`config.mk`:
```
export PLATFORM = sky130hd
export DESIGN_NAME = mix_columns_seq_flat
export DESIGN_NICKNAME = d
export VERILOG_FILES = /design/src/rtl/mix_columns_seq_if.sv /design/src/rtl/mix_columns_seq.sv /design/src/flat_wrapper.sv
export SDC_FILE = /design/constraint.sdc
export NUM_CORES = 1
export LEC_CHECK = 0
export BUFFER_PORTS_ARGS = -buffer_cell sky130_fd_sc_hd__buf_2
export CAP_MARGIN = 20
export CORE_ASPECT_RATIO = 0.6
export CORE_UTILIZATION = 30
export CTS_BUF_LIST = sky130_fd_sc_hd__clkbuf_8
export CTS_CLUSTER_DIAMETER = 30
export DETAILED_ROUTE_END_ITERATION = 16
export PLACE_DENSITY = 0.62
export SKIP_LAST_GASP = 1
export SLEW_MARGIN = 20
export SYNTH_ARGS = -nofsm -noshare
export SYNTH_HDL_FRONTEND = slang
export SYNTH_SLANG_ARGS = --single-unit
```
`constraint.sdc`:
```
create_clock -name clk -period 3.2 [get_ports clk]
set_input_delay 0 -clock clk [delete_from_list [all_inputs] [get_ports clk]]
set_output_delay 0 -clock clk [all_outputs]
set_load 0.05 [all_outputs]
```
`src/rtl/mix_columns_seq_if.sv`:
```
// Handshake bundle for the sequential MixColumns engine: one 128-bit state in, one out.
// The engine side uses the slave modport; the round controller uses master.
interface mix_columns_seq_if;
  logic         in_valid;
  logic         in_ready;
  logic [127:0] data_in;
  logic         inv_mode;
  logic         out_valid;
  logic         out_ready;
  logic [127:0] data_out;

  modport master (
    output in_valid,
    output data_in,
    output inv_mode,
    output out_ready,
    input  in_ready,
    input  out_valid,
    input  data_out
  );

  modport slave (
    input  in_valid,
    input  data_in,
    input  inv_mode,
    input  out_ready,
    output in_ready,
    output out_valid,
    output data_out
  );
endinterface

```
`src/rtl/mix_columns_seq.sv`:
```
// Sequential AES MixColumns / InvMixColumns over a 128-bit state, COLS_PER_CYCLE columns
// per BUSY cycle, with valid/ready handshakes on both sides.
module mix_columns_seq #(
  parameter int unsigned COLS_PER_CYCLE = 1
) (
  input logic              clk,
  input logic              rst_n,
  mix_columns_seq_if.slave bus
);

  if (COLS_PER_CYCLE != 1 && COLS_PER_CYCLE != 2 && COLS_PER_CYCLE != 4) begin : gen_bad_cols
    $error("mix_columns_seq: COLS_PER_CYCLE must be 1, 2 or 4");
  end

  localparam int unsigned NumSteps = (COLS_PER_CYCLE == 4) ? 1 :
                                     (COLS_PER_CYCLE == 2) ? 2 : 4;
  localparam int unsigned Shift    = (COLS_PER_CYCLE == 4) ? 2 :
                                     (COLS_PER_CYCLE == 2) ? 1 : 0;
  localparam logic [1:0]  LastCnt  = 2'(NumSteps - 1);

  typedef enum logic [1:0] {StIdle, StBusy, StDone} fsm_e;

  fsm_e         fsm_q;
  logic         in_ready_q;
  logic         out_valid_q;
  logic         mode_q;
  logic [1:0]   col_cnt_q;
  logic [127:0] state_q;
  logic [127:0] result_q;
  logic [127:0] result_d;

  function automatic logic [7:0] xtime(input logic [7:0] x);
    return {x[6:0], 1'b0} ^ (x[7] ? 8'h1b : 8'h00);
  endfunction

  // One column through the forward or inverse matrix, built from xtime chains.
  function automatic logic [31:0] mix_col(input logic [31:0] col, input logic inv);
    logic [7:0]  a  [4];
    logic [7:0]  x2 [4];
    logic [7:0]  x4 [4];
    logic [7:0]  x8 [4];
    logic [31:0] res;
    logic [1:0]  k1;
    logic [1:0]  k2;
    logic [1:0]  k3;
    res = '0;
    for (int r = 0; r < 4; r++) begin
      a[r]  = col[8*r +: 8];
      x2[r] = xtime(a[r]);
      x4[r] = xtime(x2[r]);
      x8[r] = xtime(x4[r]);
    end
    for (int r = 0; r < 4; r++) begin
      k1 = 2'(r + 1);
      k2 = 2'(r + 2);
      k3 = 2'(r + 3);
      if (!inv) begin
        res[8*r +: 8] = x2[r] ^ (x2[k1] ^ a[k1]) ^ a[k2] ^ a[k3];
      end else begin
        res[8*r +: 8] = (x8[r]  ^ x4[r]  ^ x2[r])    // 0e
                      ^ (x8[k1] ^ x2[k1] ^ a[k1])    // 0b
                      ^ (x8[k2] ^ x4[k2] ^ a[k2])    // 0d
                      ^ (x8[k3] ^ a[k3]);            // 09
      end
    end
    return res;
  endfunction

  always_comb begin
    result_d = result_q;
    for (int unsigned j = 0; j < COLS_PER_CYCLE; j++) begin
      logic [1:0] idx;
      idx = 2'(col_cnt_q << Shift) + 2'(j);
      result_d[{idx, 5'd0} +: 32] = mix_col(state_q[{idx, 5'd0} +: 32], mode_q);
    end
  end

  always_ff @(posedge clk) begin
    if (!rst_n) begin
      fsm_q       <= StIdle;
      in_ready_q  <= 1'b1;
      out_valid_q <= 1'b0;
      mode_q      <= 1'b0;
      col_cnt_q   <= 2'd0;
      state_q     <= '0;
      result_q    <= '0;
    end else begin
      unique case (fsm_q)
        StIdle: begin
          if (bus.in_valid) begin
            state_q    <= bus.data_in;
            mode_q     <= bus.inv_mode;
            col_cnt_q  <= 2'd0;
            in_ready_q <= 1'b0;
            fsm_q      <= StBusy;
          end
        end
        StBusy: begin
          result_q  <= result_d;
          col_cnt_q <= col_cnt_q + 2'd1;
          if (col_cnt_q == LastCnt) begin
            out_valid_q <= 1'b1;
            fsm_q       <= StDone;
          end
        end
        StDone: begin
          if (bus.out_ready) begin
            out_valid_q <= 1'b0;
            in_ready_q  <= 1'b1;
            fsm_q       <= StIdle;
          end
        end
        default: fsm_q <= StIdle;
      endcase
    end
  end

  // Gated by rst_n so the engine never advertises ready while held in reset.
  assign bus.in_ready  = in_ready_q & rst_n;
  assign bus.out_valid = out_valid_q;
  assign bus.data_out  = result_q;

endmodule

```
`src/flat_wrapper.sv`:
```
// flat-port wrapper written by rule: the top's interface ports become plain ports
module mix_columns_seq_flat 
#(
  parameter int unsigned COLS_PER_CYCLE = 1
)
  (clk, rst_n, bus_in_valid, bus_data_in, bus_inv_mode, bus_out_ready, bus_in_ready, bus_out_valid, bus_data_out);
  mix_columns_seq_if bus_i ();
  input logic clk;
  input logic rst_n;
  input wire logic [$bits(bus_i.in_valid)-1:0] bus_in_valid;
  input wire logic [$bits(bus_i.data_in)-1:0] bus_data_in;
  input wire logic [$bits(bus_i.inv_mode)-1:0] bus_inv_mode;
  input wire logic [$bits(bus_i.out_ready)-1:0] bus_out_ready;
  output wire logic [$bits(bus_i.in_ready)-1:0] bus_in_ready;
  output wire logic [$bits(bus_i.out_valid)-1:0] bus_out_valid;
  output wire logic [$bits(bus_i.data_out)-1:0] bus_data_out;
  assign bus_i.in_valid = bus_in_valid;
  assign bus_i.data_in = bus_data_in;
  assign bus_i.inv_mode = bus_inv_mode;
  assign bus_i.out_ready = bus_out_ready;
  assign bus_in_ready = bus_i.in_ready;
  assign bus_out_valid = bus_i.out_valid;
  assign bus_data_out = bus_i.data_out;
  mix_columns_seq #(.COLS_PER_CYCLE(COLS_PER_CYCLE)) u_core (.clk(clk), .rst_n(rst_n), .bus(bus_i));
endmodule
```
# Word-level counts from Yosys, hierarchy flattened
# Cells that the tools add are included.
[totals]
output_inout_bits = 130
regBits = 263
wordCells = 121
input_bits = 133
[op_classes]
bitwise = 65
n_shift = 3
eq_ne = 6
n_reduce_logical = 9
add_sub_neg = 2
n_mux = 29
[ops]
columns = ["operator", "count"]
rows = [
  ["8-bit XOR", 64],
  ["128-bit bitwise mux", 1],
  ["32-bit by 9-bit variable shift with 128-bit output, first input constant", 1],
  ["128-bit by 8-bit indexed part select with 32-bit output", 1],
  ["32-bit by 9-bit indexed part select with 128-bit output", 1],
  ["5-bit 2-to-1 mux", 12],
  ["8-bit 2-to-1 mux", 4],
  ["7-bit negator with 9-bit output", 1],
  ["3-bit AND reduction", 3],
  ["2-bit 2-to-1 mux", 4],
  ["2-bit case mux with 3 select lines", 1],
  ["2-bit nonzero test", 3],
  ["2-bit equality test, second input constant", 2],
  ["1-bit 2-to-1 mux", 4],
  ["2-bit inequality test, second input constant", 2],
  ["1-bit case mux with 2 select lines", 2],
  ["2-bit case mux with 2 select lines", 1],
  ["2-bit AND reduction", 2],
  ["2-bit by 1-bit adder with 2-bit output, second input constant", 1],
  ["2-bit by 1-bit equality test with 1-bit output, second input constant", 1],
  ["2-bit logical NOT", 1],
  ["2-bit by 1-bit inequality test with 1-bit output, second input constant", 1],
  ["1-bit AND", 1],
]

# Logic depth before layout (Yosys ltp)
# Gate-level depths: netlist of the first run.
[depth]
ltp_word = 15
depth_mapped = 12
depth_no_buf = 8

# Worst setup path before layout of the first run
# OpenSTA, ideal clock, no wires.
[synth_path]
kind = "register -> register"
from = "reg u_core.col_cnt_q[0]"
to = "reg u_core.result_q[20] (netlist: u_core.bus.data_out[20])"
n_path_buf = 2
slack_ns = -0.021
arrival_ns = 3.095
t_required_ns = 3.074
synth_period_minus_slack_ns = 3.221
setup_time_ns = 0.126
stages_incl_launch_ff = 11
path_cell_list = "dfxtp_1 -> buf_6 -> buf_6 -> mux4_2 -> xor2_1 -> xnor3_1 -> xor2_1 -> xnor3_1 -> nand2_1 -> xnor2_1 -> o21ai_1"
[synth_between]
elab_chain_cells = 13
word_cells_on_any_way = 85
cone_classes = "1 x add/sub; 3 x shift; 17 x mux; 64 x bitwise"
[synth_lines]
columns = ["item", "line_no", "text"]
rows = [
  ["start, declared", "mix_columns_seq.sv:27", "logic [1:0] col_cnt_q;"],
  ["start signal, assigned", "mix_columns_seq.sv:100", "col_cnt_q <= col_cnt_q + 2'd1;"],
  ["128-bit by 8-bit indexed part select with 32-bit output", "mix_columns_seq.sv:74", "result_d[{idx, 5'd0} +: 32] = mix_col(state_q[{idx, 5'd0} +: 32], mode_q);"],
  ["8-bit XOR / 5-bit 2-to-1 mux (equally long branches) (2 in series)", "mix_columns_seq.sv:33", "return {x[6:0], 1'b0} ^ (x[7] ? 8'h1b : 8'h00);"],
  ["5-bit 2-to-1 mux / 8-bit XOR (equally long branches)", "mix_columns_seq.sv:33", ""],
  ["8-bit XOR", "mix_columns_seq.sv:33", ""],
  ["8-bit XOR (on tied branches)", "mix_columns_seq.sv:60, mix_columns_seq.sv:62, mix_columns_seq.sv:61", ""],
  ["8-bit XOR (on tied branches)", "mix_columns_seq.sv:60, mix_columns_seq.sv:61", ""],
  ["8-bit XOR", "mix_columns_seq.sv:61", "^ (x8[k1] ^ x2[k1] ^ a[k1])"],
  ["8-bit XOR", "mix_columns_seq.sv:62", "^ (x8[k2] ^ x4[k2] ^ a[k2])"],
  ["8-bit XOR", "mix_columns_seq.sv:63", "^ (x8[k3] ^ a[k3]);"],
  ["8-bit 2-to-1 mux", "mix_columns_seq.sv:57", "if (!inv) begin"],
  ["32-bit by 9-bit indexed part select with 128-bit output", "mix_columns_seq.sv:74", ""],
  ["128-bit bitwise mux *", "mix_columns_seq.sv:74", ""],
  ["end signal, assigned", "mix_columns_seq.sv:99", "result_q <= result_d;"],
  ["end, declared", "mix_columns_seq.sv:29", "logic [127:0] result_q;"],
]
# Mark *: on every way between the ends. The rest lies on a longest branch, timed or not.
# A chain may end at the register's enable or synchronous reset.

# Worst setup path in the final report of the first run
[layout_path]
from = "reg u_core.col_cnt_q[0]"
to = "reg u_core.result_q[67] (netlist: u_core.bus.data_out[67])"
# The elaborated chain is that of the path after synthesis.

==> run summary, run 1 <==
### Status
• outcome: finished with violations
• violations in the final reports: setup timing

### Synthesis
• cells taking the most area after synthesis: sky130_fd_sc_hd__dfxtp_1 (43%), sky130_fd_sc_hd__nand2_1 (11%), sky130_fd_sc_hd__xnor2_1 (8.7%)
• Synth Area in XOR/XNOR: 0.170
• number of library cell types mapped by synthesis: 45
• FF+latch count, synth: 263
• number of flops mapped to enable cells by yosys: 0
• most used standard cells in the synthesized netlist: sky130_fd_sc_hd__nand2_1 (361), sky130_fd_sc_hd__dfxtp_1 (263), sky130_fd_sc_hd__a21boi_0 (129)
• largest area contributor in the netlist: sky130_fd_sc_hd__dfxtp_1
• top-count cell post-synth: sky130_fd_sc_hd__nand2_1
• main combinational cell family by area after synthesis: XOR/XNOR gates
• synthesized-area fraction occupied by and/or/nand/nor cells: 0.148
• Async SR Flop Fraction: 0
• multiplexer area fraction after synthesis: 0.0641
• share of Yosys cell area claimed by the top area cell type: 0.425
• combined area of all synthesized cells: 12400 sq um
• synthesized-area fraction occupied by ao, oa, aoi and oai cells: 0.152
• total of warnings raised by yosys: 0
• adder-cell share of the synthesized area: 0.00606
• fraction of the yosys area taken by sequential cells: 0.425
• Mapped Nets: 1468
• cells after synthesis: 1329
• Primary FF master, synth: sky130_fd_sc_hd__dfxtp_1
• mean area per synthesized cell: 9.32 sq um

### Drt
• number of antenna-violating nets in the routed design: 0
• Post-Route WL: 42.7 mm
• Metal-1 WL: 20.0 mm
• average wire per standard cell: 17.7 um
• via-per-instance ratio: 4.68
• met2 wirelength from detailed routing: 18.8 mm
• amount of wire on met3 after detailed routing: 3.05 mm
• initial DRC count: 809
• DRC violation count after routing: 0
• top routing layer in use: met4
• Pre-Repair DR Iteration Count: 5
• number of vias after detailed routing: 11.3k

### Setup path
• startpoint class of the critical path: flop
• critical-path maximum fanout: 7
• critical path data arrival time: 3.73 ns
• Worst path top cell family by delay: XOR/XNOR gates
• CP max stage cell: sky130_fd_sc_hd__mux4_2
• worst-case reg-to-reg path depth: 11
• worst path buffer plus inverter count: 3
• cell depth of the worst setup path: 11
• capture point of the worst reg-to-reg path: u_core.bus.data_out[67]
• reg-to-reg setup timing slack: -0.06 ns
• crit path kind: flop to flop
• Critical R2R Launch: u_core.col_cnt_q[0]
• Crit. End Element: flop
• required time reported for the critical path endpoint: 3.67 ns
• cell-by-cell listing of the critical path: buf_12 > buf_8 > mux4_2 > xnor3_2 > xnor3_1 > xnor3_1 > xor2_1 > mux2i_1 > xor2_1 > buf_4 > o21ai_1
• highest cell delay on the worst timing path: 0.57 ns

### STA
• number of slew-limit violations in the final report: 0
• maximum frequency from static timing analysis: 307 MHz
• Slew @ Worst Pin: 1.04 ns
• final clock skew: 0.0346 ns
• Rel. slew slack: 0.308
• Final Hold Violating Endpoints: 0
• period utilization: 1.02
• setup repair after global routing missed its margin: yes
• final critical path time including I/O delays and setup: 3.26 ns
• Finish-stage setup viols: 8
• final setup margin: -0.0585 ns
• final setup TNS: -0.299 ns

### Power
• total design power: 10.6 mW
• part of the power in registers: 0.330
• internal power: 7.14 mW
• combinational share of power: 0.338
• switching power as a share of total power: 0.327
• Pwr Density: 586 nW/um^2
• leakage power: 7.64 nW
• net switching power figure: 3.47 mW
• largest voltage drop on the vdd net: 0.271 mV
• clock power share: 0.332

### Min path
• number of cells on the worst hold path: 4
• launch point of the worst hold path: bus_data_in[104]
• Hold Crit Endpoint: u_core.state_q[104]
• HP Class: input pin to flop

### Final layout
• fraction of the core area covered by cells at the end of the flow: 0.447
• area added between synthesis and finish: 46.3%
• Design Area, Final: 18100 sq um
• proportion of layout cells with a drive suffix above 1: 0.324
• Final #Nets: 1989
• Diodes inserted: 0

### Placed design
• placement-stage worst setup slack: -0.361 ns
• buffers added on ports: 262
• placement-stage cell area: 15100 sq um
• placer congestion estimate: 0.961
• DPL Wire Length: 30.4 mm

### Floorplanning
• overall die width: 264 um
• I/O pin count: 263
• effective utilization at floorplan: 0.305
• standard-cell rows: 57
• DIE AREA: 42100 sq um
• Die Y: 159 um
• placeable core region: 40600 sq um

### Clock tree
• CTS tree: done
• CTS Root Buffer Type: sky130_fd_sc_hd__clkbuf_8
• maximum root-to-sink buffer count: 3
• Reg clk slew, reported paths: 0.07 ns
• number of levels the H-tree was split into: 2
• Num Clock Sinks: 263
• clock insertion delay at the later pin of the skew report: 0.59 ns
• TritonCTS buffer count: 51

### Global route
• antenna violations before repair: 0
• vias in the first global route: 11.5k
• pin count of the biggest net entering global routing: 100
• aggregate global-route resource usage: 0.201
• first-pass GRT wire length: 66.0 mm
• remaining global-route overflow: 0

### Run
• Maximum Capacitance Violations: 0

## final cells by class
| cell class | count | area (sq um) |
|---|---|---|
| well taps | 531 | 664 |
| fillers | 3797 | 22500 |
| clock inverters | 34 | 305 |
| flip-flops and latches | 263 | 5270 |
| repair buffers | 560 | 4010 |
| inverters | 6 | 22.5 |
| multi-input cells | 968 | 7080 |
| clock buffers | 56 | 771 |
## worst register-to-register path, delay by kind of cell (launching register included)
| kind | cells | cell delay [ns] |
|---|---|---|
| buffers and inverters | 3 | 0.43 |
| multiplexers | 2 | 0.74 |
| flip-flops | 1 | 0.38 |
| XOR/XNOR | 5 | 1.54 |
| AO/OA/AOI/OAI | 1 | 0.07 |
## worst max path at each step
stage,start,to,slack (ns)
finish,u_core.col_cnt_q[0],u_core.bus.data_out[67],-0.06
global placement,u_core.col_cnt_q[0],u_core.bus.data_out[50],-0.35
floorplan,u_core.col_cnt_q[0],u_core.bus.data_out[121],0.04
global route,u_core.col_cnt_q[0],u_core.bus.data_out[35],-0.16
CTS,u_core.col_cnt_q[0],u_core.bus.data_out[35],-0.07
detailed placement,u_core.col_cnt_q[0],u_core.bus.data_out[34],-0.36
## kinds of logic after synthesis
group / count (synthesis)
and+or+nand+nor: 445
adders and majority gates: 6
muxes: 39
buffers and inverters: 98
AOI/OAI and AO/OA: 280
DFF: 263
xor gates and xnor gates: 198
## routing by layer
metal / up-vias / global-route usage
met2: 346 / 0.311
met4: 0 / 0.0494
met5: - / 0
met3: 68 / 0.0512
met1: 5427 / 0.279
li1: 5471 / -
## stage by stage
step,std cells,hold slack (ns)
5_1_grt,2418,0.197
3_3_place_gp,2160,0.255
4_1_cts,2389,0.171
2_1_floorplan,1329,0.145
6_report,2418,0.222
3_5_place_dp,2160,0.261
## power by group through the flow
stage | Combinational [mW] | Sequential [mW] | Clock, mW
6_report | 3.59 | 3.50 | 3.52
5_1_grt | 3.82 | 3.51 | 3.76
4_1_cts | 3.30 | 3.50 | 3.59
3_5_place_dp | 3.04 | 3.57 | 0
3_3_place_gp | 3.02 | 3.57 | 0
2_1_floorplan | 1.75 | 3.69 | 0
## registers in the layout (all words and copies together), names as in the netlist
| signal | count |
|---|---|
| u_core.bus.data_out | 128 |
| u_core.bus.out_valid | 1 |
| u_core.col_cnt_q | 2 |
| u_core.fsm_q | 2 |
| u_core.in_ready_q | 1 |
| u_core.mode_q | 1 |
| u_core.state_q | 128 |
## placed cells by master, fill, tap and decap left out, types with 4 or more instances in the layout
master	synthesis	layout
sky130_fd_sc_hd__nand2_1	361	359
sky130_fd_sc_hd__buf_2	9	261
sky130_fd_sc_hd__dfxtp_1	263	261
sky130_fd_sc_hd__buf_4	4	152
sky130_fd_sc_hd__dlygate4sd3_1	0	133
sky130_fd_sc_hd__a21boi_0	129	129
sky130_fd_sc_hd__xnor2_1	123	100
sky130_fd_sc_hd__o21ai_1	78	77
sky130_fd_sc_hd__clkbuf_8	0	56
sky130_fd_sc_hd__xor2_1	44	37
sky130_fd_sc_hd__nor2b_1	34	34
sky130_fd_sc_hd__a22oi_1	33	33
sky130_fd_sc_hd__mux4_2	32	32
sky130_fd_sc_hd__xnor2_2	8	25
sky130_fd_sc_hd__and2_1	19	19
sky130_fd_sc_hd__nor2_1	17	16
sky130_fd_sc_hd__inv_1	5	13
sky130_fd_sc_hd__a21oi_1	13	12
sky130_fd_sc_hd__xnor3_2	2	10
sky130_fd_sc_hd__clkinvlp_4	0	9
sky130_fd_sc_hd__xor2_2	2	8
sky130_fd_sc_hd__o21ai_0	9	8
sky130_fd_sc_hd__buf_12	0	8
sky130_fd_sc_hd__xnor2_4	1	7
sky130_fd_sc_hd__xnor3_1	15	7
sky130_fd_sc_hd__clkinv_2	0	7
sky130_fd_sc_hd__a32o_1	6	6
sky130_fd_sc_hd__a22o_1	6	6
sky130_fd_sc_hd__ha_1	6	6
sky130_fd_sc_hd__buf_6	4	5
sky130_fd_sc_hd__inv_6	0	4
sky130_fd_sc_hd__bufinv_16	0	4
## what timing repair did
action                                  in CTS  in global routing
endpoints found under the setup margin      73                 89
buffers inserted                             6                 29
hold buffers                               133                  0
endpoints found under the hold margin      137                  0
resized for setup                           30                 37
pin swaps                                    8                 18
Power figures use the tool's default switching activity.
==> run 2, diff against run 1 <==
--- a/config.mk
+++ b/config.mk
@@ -5,14 +5,15 @@
 export SDC_FILE = /design/constraint.sdc
 export NUM_CORES = 1
 export LEC_CHECK = 0
-export BUFFER_PORTS_ARGS = -buffer_cell sky130_fd_sc_hd__buf_2
 export CAP_MARGIN = 20
 export CORE_ASPECT_RATIO = 0.6
+export CORE_MARGIN = 2
 export CORE_UTILIZATION = 30
 export CTS_BUF_LIST = sky130_fd_sc_hd__clkbuf_8
 export CTS_CLUSTER_DIAMETER = 30
 export DETAILED_ROUTE_END_ITERATION = 16
-export PLACE_DENSITY = 0.62
+export DONT_BUFFER_PORTS = 1
+export PLACE_DENSITY = 0.56
 export SKIP_LAST_GASP = 1
 export SLEW_MARGIN = 20
 export SYNTH_ARGS = -nofsm -noshare
==> run 2 against run 1 <==
The flow still finishes with violations (setup timing). Global-route usage shrank 1.3 points. Via count shrank 10%. First-iteration DRC count shrank 28%. Flip-flop and latch count is the same. Hold slack lost 0.17 ns. Combinational power shrank 3%. Clock power grew 6.5%. Power grew 2.7%. Sequential power grew 5%. Wire length shrank 2.9%. Core utilization shrank 2.8 points. Largest cell class unchanged. Largest power group is now clock.
==> run summary, run 2 (synthesized netlist as in run 1, its figures left out) <==
### Status
• outcome: finished with violations
• violations in the final reports: setup timing

### Final layout
• Final #Nets: 1732
• area added between synthesis and finish: 37.3%
• number of fillers in the final layout: 3939
• FF+latch area: 5270 sq um
• Final Instance Count excl. Fillers: 2163
• most common cell after layout, fill and taps aside: sky130_fd_sc_hd__nand2_1
• proportion of layout cells with a drive suffix above 1: 0.227
• combined area of the multi-input logic cells: 7140 sq um
• commonest cells after routing, fill and taps aside: sky130_fd_sc_hd__nand2_1 (357), sky130_fd_sc_hd__dfxtp_1 (261), sky130_fd_sc_hd__buf_4 (155), sky130_fd_sc_hd__dlygate4sd3_1 (133), sky130_fd_sc_hd__a21boi_0 (129)
• fraction of the core area covered by cells at the end of the flow: 0.419
• Design Area, Final: 17000 sq um

### Power
• leakage power: 6.53 nW
• largest voltage drop on the vdd net: 0.262 mV
• Pwr Density: 641 nW/um^2
• part of the power in registers: 0.336
• internal power: 7.43 mW
• net switching power figure: 3.47 mW
• combinational share of power: 0.320
• switching power as a share of total power: 0.319
• clock power share: 0.344

### Placed design
• placed cell count: 1917
• placement-stage cell area: 13900 sq um
• buffers added on ports: 0
• placer congestion estimate: 0.904
• DPL Wire Length: 29.3 mm

### Drt
• Pre-Repair DR Iteration Count: 4
• number of antenna-violating nets in the routed design: 0
• Post-Route WL: 41.5 mm
• number of vias after detailed routing: 10.2k
• DRC violation count after routing: 0
• met2 wirelength from detailed routing: 18.5 mm
• average wire per standard cell: 19.2 um
• via-per-instance ratio: 4.69
• top routing layer in use: met4
• amount of wire on met3 after detailed routing: 3.15 mm
• Metal-1 WL: 19.2 mm
• initial DRC count: 580

### Global route
• first-pass GRT wire length: 62.0 mm
• aggregate global-route resource usage: 0.189
• pin count of the biggest net entering global routing: 196
• remaining global-route overflow: 0
• antenna violations before repair: 3
• vias in the first global route: 10.2k

### STA
• final critical path time including I/O delays and setup: 3.24 ns
• final setup TNS: -0.122 ns
• final setup margin: -0.0372 ns
• Finish-stage setup viols: 4
• Final Hold Violating Endpoints: 0
• Slew @ Worst Pin: 1.07 ns
• Rel. slew slack: 0.284
• Hold Worst Slack: 0.0548 ns
• final clock skew: 0.0371 ns
• maximum frequency from static timing analysis: 309 MHz
• number of slew-limit violations in the final report: 0
• setup repair after global routing missed its margin: yes
• period utilization: 1.01

### Clock tree
• Num Clock Sinks: 263
• CTS Root Buffer Type: sky130_fd_sc_hd__clkbuf_8
• Reg clk slew, reported paths: 0.06 ns
• TritonCTS buffer count: 50
• CTS tree: done
• clock insertion delay at the later pin of the skew report: 0.60 ns
• maximum root-to-sink buffer count: 3
• number of levels the H-tree was split into: 2

### Setup path
• Worst path top cell family by delay: XOR/XNOR gates
• highest cell delay on the worst timing path: 0.56 ns
• required time reported for the critical path endpoint: 3.66 ns
• cell-by-cell listing of the critical path: buf_12 > buf_4 > mux4_2 > xnor3_1 > xnor3_1 > xnor3_2 > xor2_1 > mux2i_1 > xor2_1 > buf_4 > o21ai_1
• startpoint class of the critical path: flop
• Crit. End Element: flop
• crit path kind: flop to flop
• cell depth of the worst setup path: 11
• critical path data arrival time: 3.70 ns
• worst-case reg-to-reg path depth: 11
• critical-path maximum fanout: 9
• CP max stage cell: sky130_fd_sc_hd__mux4_2
• worst path buffer plus inverter count: 3

### Run
• Maximum Capacitance Violations: 0

### Min path
• number of cells on the worst hold path: 5
• HP Class: input pin to flop

### Floorplanning
• DIE AREA: 43000 sq um
• Die Y: 161 um
• I/O pin count: 263
• standard-cell rows: 57
• effective utilization at floorplan: 0.305
• placeable core region: 40600 sq um
• overall die width: 266 um

run 2: cell types whose count changed in the layout (fill, tap and decap cells not counted), moves of 4 or more:
cell	previous run	this run
sky130_fd_sc_hd__xnor2_2	25	36
sky130_fd_sc_hd__o21ai_2	2	6
sky130_fd_sc_hd__buf_2	261	0
sky130_fd_sc_hd__o21ai_1	77	72
sky130_fd_sc_hd__xnor2_1	100	90
run 2: per-layer routing:
layer / global-route usage / vias up
met5: 0 / -
met4: 0.0378 / 0
met3: 0.0532 / 52
met2: 0.295 / 262
met1: 0.260 / 4859
li1: - / 4977
run 2: cell type report:
type                       instances  area share
antenna                            3    0.000441
clock buffer                      58      0.0469
clock inverter                    30      0.0203
inverter                           6     0.00132
multi-input combinational        968       0.420
sequential                       263       0.310
tap                              531      0.0391
timing repair buffer             304       0.162
run 2: metrics by stage:
| step | setup slack [ns] | total power, mW |
|---|---|---|
| after floorplan | 0.0435 | 5.44 |
| after global placement | -0.0897 | 6.58 |
| after detailed placement | -0.151 | 6.60 |
| after CTS | -0.101 | 10.7 |
| after global routing | -0.160 | 11.4 |
| final | -0.0372 | 10.9 |
run 2: power groups by stage:
stage	clock, mW	combinational [mW]	sequential [mW]
after floorplan	0	1.75	3.69
after global placement	0	2.85	3.73
after detailed placement	0	2.87	3.73
after CTS	3.85	3.17	3.66
after global routing	4.01	3.72	3.68
final	3.75	3.49	3.66
run 2: what timing repair did:
item / CTS / global route
hold buffers: 134 / 0
endpoints found under the hold margin: 263 / 0
gates cloned: 0 / 0
gates resized for setup: 15 / 59
buffers inserted: 13 / 9
setup endpoints to repair: 48 / 97
pin swaps: 12 / 35
run 2: worst paths after layout:
check,start,end,slack (ns)
setup / recovery,u_core.col_cnt_q[0],u_core.bus.data_out[3],-0.04
hold reg to reg,u_core.state_q[111],u_core.state_q[111],0.46
hold / removal,bus_in_valid,u_core.state_q[126],0.05
setup reg to reg,u_core.col_cnt_q[0],u_core.bus.data_out[3],-0.04
run 2: worst reg2reg max path: cells and delay by family, from the launching register on:
family	cells	cell delay [ns]
multiplexers	2	0.74
AO/OA/AOI/OAI	1	0.06
XOR/XNOR	5	1.46
flip-flops	1	0.38
buffers and inverters	3	0.46
==> run 3, diff against run 2 <==
--- a/config.mk
+++ b/config.mk
@@ -13,7 +13,7 @@
 export CTS_CLUSTER_DIAMETER = 30
 export DETAILED_ROUTE_END_ITERATION = 16
 export DONT_BUFFER_PORTS = 1
-export PLACE_DENSITY = 0.56
+export PLACE_DENSITY = 0.54
 export SKIP_LAST_GASP = 1
 export SLEW_MARGIN = 20
 export SYNTH_ARGS = -nofsm -noshare
==> run 3 against run 2 <==
The run still ends with setup timing left. Clock skew grew 0.0061 ns. Fmax shrank 0.25%. Clock-buffer cell count grew 3. Clock power shrank 6.9%. Design area grew 7.4%. Critical path type unchanged. Largest cell class unchanged.
==> run summary, run 3 (synthesized netlist as in run 1, its figures left out) <==
### Min path
• number of cells on the worst hold path: 3
• launch point of the worst hold path: rst_n
• Hold Crit Endpoint: u_core.bus.data_out[43]
• HP Class: input pin to flop

### Clock tree
• clock insertion delay at the later pin of the skew report: 0.60 ns
• maximum root-to-sink buffer count: 3
• Num Clock Sinks: 263
• TritonCTS buffer count: 51
• CTS Root Buffer Type: sky130_fd_sc_hd__clkbuf_8
• CTS tree: done
• number of levels the H-tree was split into: 2
• Reg clk slew, reported paths: 0.06 ns

### Setup path
• critical-path maximum fanout: 5
• startpoint class of the critical path: flop
• critical path data arrival time: 3.76 ns
• cell-by-cell listing of the critical path: buf_12 > buf_6 > mux4_2 > xnor2_2 > buf_4 > xnor3_2 > xnor2_2 > xnor2_1 > xnor2_1 > a31oi_2 > buf_4 > o41ai_2
• crit path kind: flop to flop
• required time reported for the critical path endpoint: 3.71 ns
• CP max stage cell: sky130_fd_sc_hd__mux4_2
• Critical R2R Launch: u_core.col_cnt_q[0]
• worst-case reg-to-reg path depth: 12
• Crit. End Element: flop
• highest cell delay on the worst timing path: 0.62 ns
• reg-to-reg setup timing slack: -0.05 ns
• capture point of the worst reg-to-reg path: u_core.bus.data_out[44]

### Drt
• initial DRC count: 583
• Post-Route WL: 44.5 mm
• number of antenna-violating nets in the routed design: 0
• Pre-Repair DR Iteration Count: 5
• via-per-instance ratio: 4.71
• DRC violation count after routing: 0
• number of vias after detailed routing: 10.8k
• average wire per standard cell: 19.5 um

### Floorplanning
• I/O pin count: 263
• DIE AREA: 43000 sq um
• standard-cell rows: 57
• placeable core region: 40600 sq um
• overall die width: 266 um
• effective utilization at floorplan: 0.305
• Die Y: 161 um

### Status
• outcome: finished with violations
• violations in the final reports: setup timing

### Placed design
• placement-stage worst setup slack: -0.414 ns
• DPL Wire Length: 30.6 mm
• buffers added on ports: 0
• placer congestion estimate: 0.886
• placement-stage cell area: 13800 sq um
• placed cell count: 1913

### Power
• leakage power: 7.28 nW
• Pwr Density: 590 nW/um^2
• largest voltage drop on the vdd net: 0.323 mV

### Final layout
• proportion of layout cells with a drive suffix above 1: 0.213
• area added between synthesis and finish: 47.5%
• Final #Nets: 1858
• commonest cells after routing, fill and taps aside: sky130_fd_sc_hd__nand2_1 (355), sky130_fd_sc_hd__dfxtp_1 (261), sky130_fd_sc_hd__dlygate4sd3_1 (257), sky130_fd_sc_hd__buf_4 (149), sky130_fd_sc_hd__a21boi_0 (129)
• Final Instance Count excl. Fillers: 2286
• Diodes inserted: 0
• Design Area, Final: 18300 sq um
• most common cell after layout, fill and taps aside: sky130_fd_sc_hd__nand2_1

### Global route
• antenna violations before repair: 0
• aggregate global-route resource usage: 0.205
• vias in the first global route: 11.0k
• pin count of the biggest net entering global routing: 199
• first-pass GRT wire length: 67.0 mm
• remaining global-route overflow: 0

### STA
• Rel. slew slack: 0.324
• Finish-stage setup viols: 1
• final critical path time including I/O delays and setup: 3.25 ns
• Slew @ Worst Pin: 1.01 ns
• maximum frequency from static timing analysis: 308 MHz
• final clock skew: 0.0432 ns
• period utilization: 1.01
• Final Hold Violating Endpoints: 0
• final setup margin: -0.0453 ns
• Hold Worst Slack: 0.134 ns
• setup repair after global routing missed its margin: yes
• final setup TNS: -0.0453 ns
• number of slew-limit violations in the final report: 0

### Run
• Maximum Capacitance Violations: 0

==> run 3: cell type report <==
cell class | count | area, sq um
sequential | 263 | 5270
multi-input combinational | 968 | 7190
fill | 3850 | 22300
clock buffer | 61 | 840
timing repair buffer | 429 | 4050
clock inverter | 28 | 226
tap | 531 | 664
inverter | 6 | 22.5
==> run 3: per-stage QoR <==
step	utilization	power [mW]
final	0.450	10.8
after global routing	0.450	11.3
after global placement	0.341	6.61
after CTS	0.436	10.5
after detailed placement	0.341	6.62
after floorplan	-	5.44
==> run 3: repair_timing <==
action | 4_1_cts | 5_1_grt
setup buffers | 11 | 14
gates resized for setup | 18 | 73
pin swaps | 4 | 30
endpoints found under the setup margin | 109 | 108
cloned | 0 | 1
hold buffers | 256 | 2
endpoints found under the hold margin | 263 | 50
==> run 3: worst max-delay path by stage <==
stage | cells past startpoint | startpoint | slack [ns] | end
floorplan | 9 | u_core.col_cnt_q[0] | 0.04 | u_core.bus.data_out[121]
global placement | 9 | u_core.col_cnt_q[0] | -0.36 | u_core.bus.data_out[5]
detailed placement | 8 | u_core.col_cnt_q[0] | -0.41 | u_core.bus.data_out[27]
CTS | 12 | u_core.col_cnt_q[0] | -0.005 | u_core.bus.data_out[44]
global route | 12 | u_core.col_cnt_q[0] | -0.11 | u_core.bus.data_out[44]
finish | 12 | u_core.col_cnt_q[0] | -0.05 | u_core.bus.data_out[44]
==> run 3: critical path, delay by kind of cell (launching register included) <==
family          cells  cell delay, ns
xor+xnor            5            1.18
mux                 1            0.62
buf+inv             4            0.58
compound gates      2            0.41
flops               1            0.37
==> run 3: metal layers <==
layer,GRT usage,vias up,routed length (um),part of all wire
met5,0,-,0,0
met4,0.0444,0,712,0.016
met3,0.0605,60,3070,0.069
met2,0.314,273,19700,0.44
met1,0.284,5230,21000,0.47
li1,-,5200,-,-
==> run 3: power by group <==
part	switching [mW]	internal, mW
Clock	1.56	1.92
Combinational	1.76	1.86
Sequential	0.248	3.42
Total	3.58	7.20
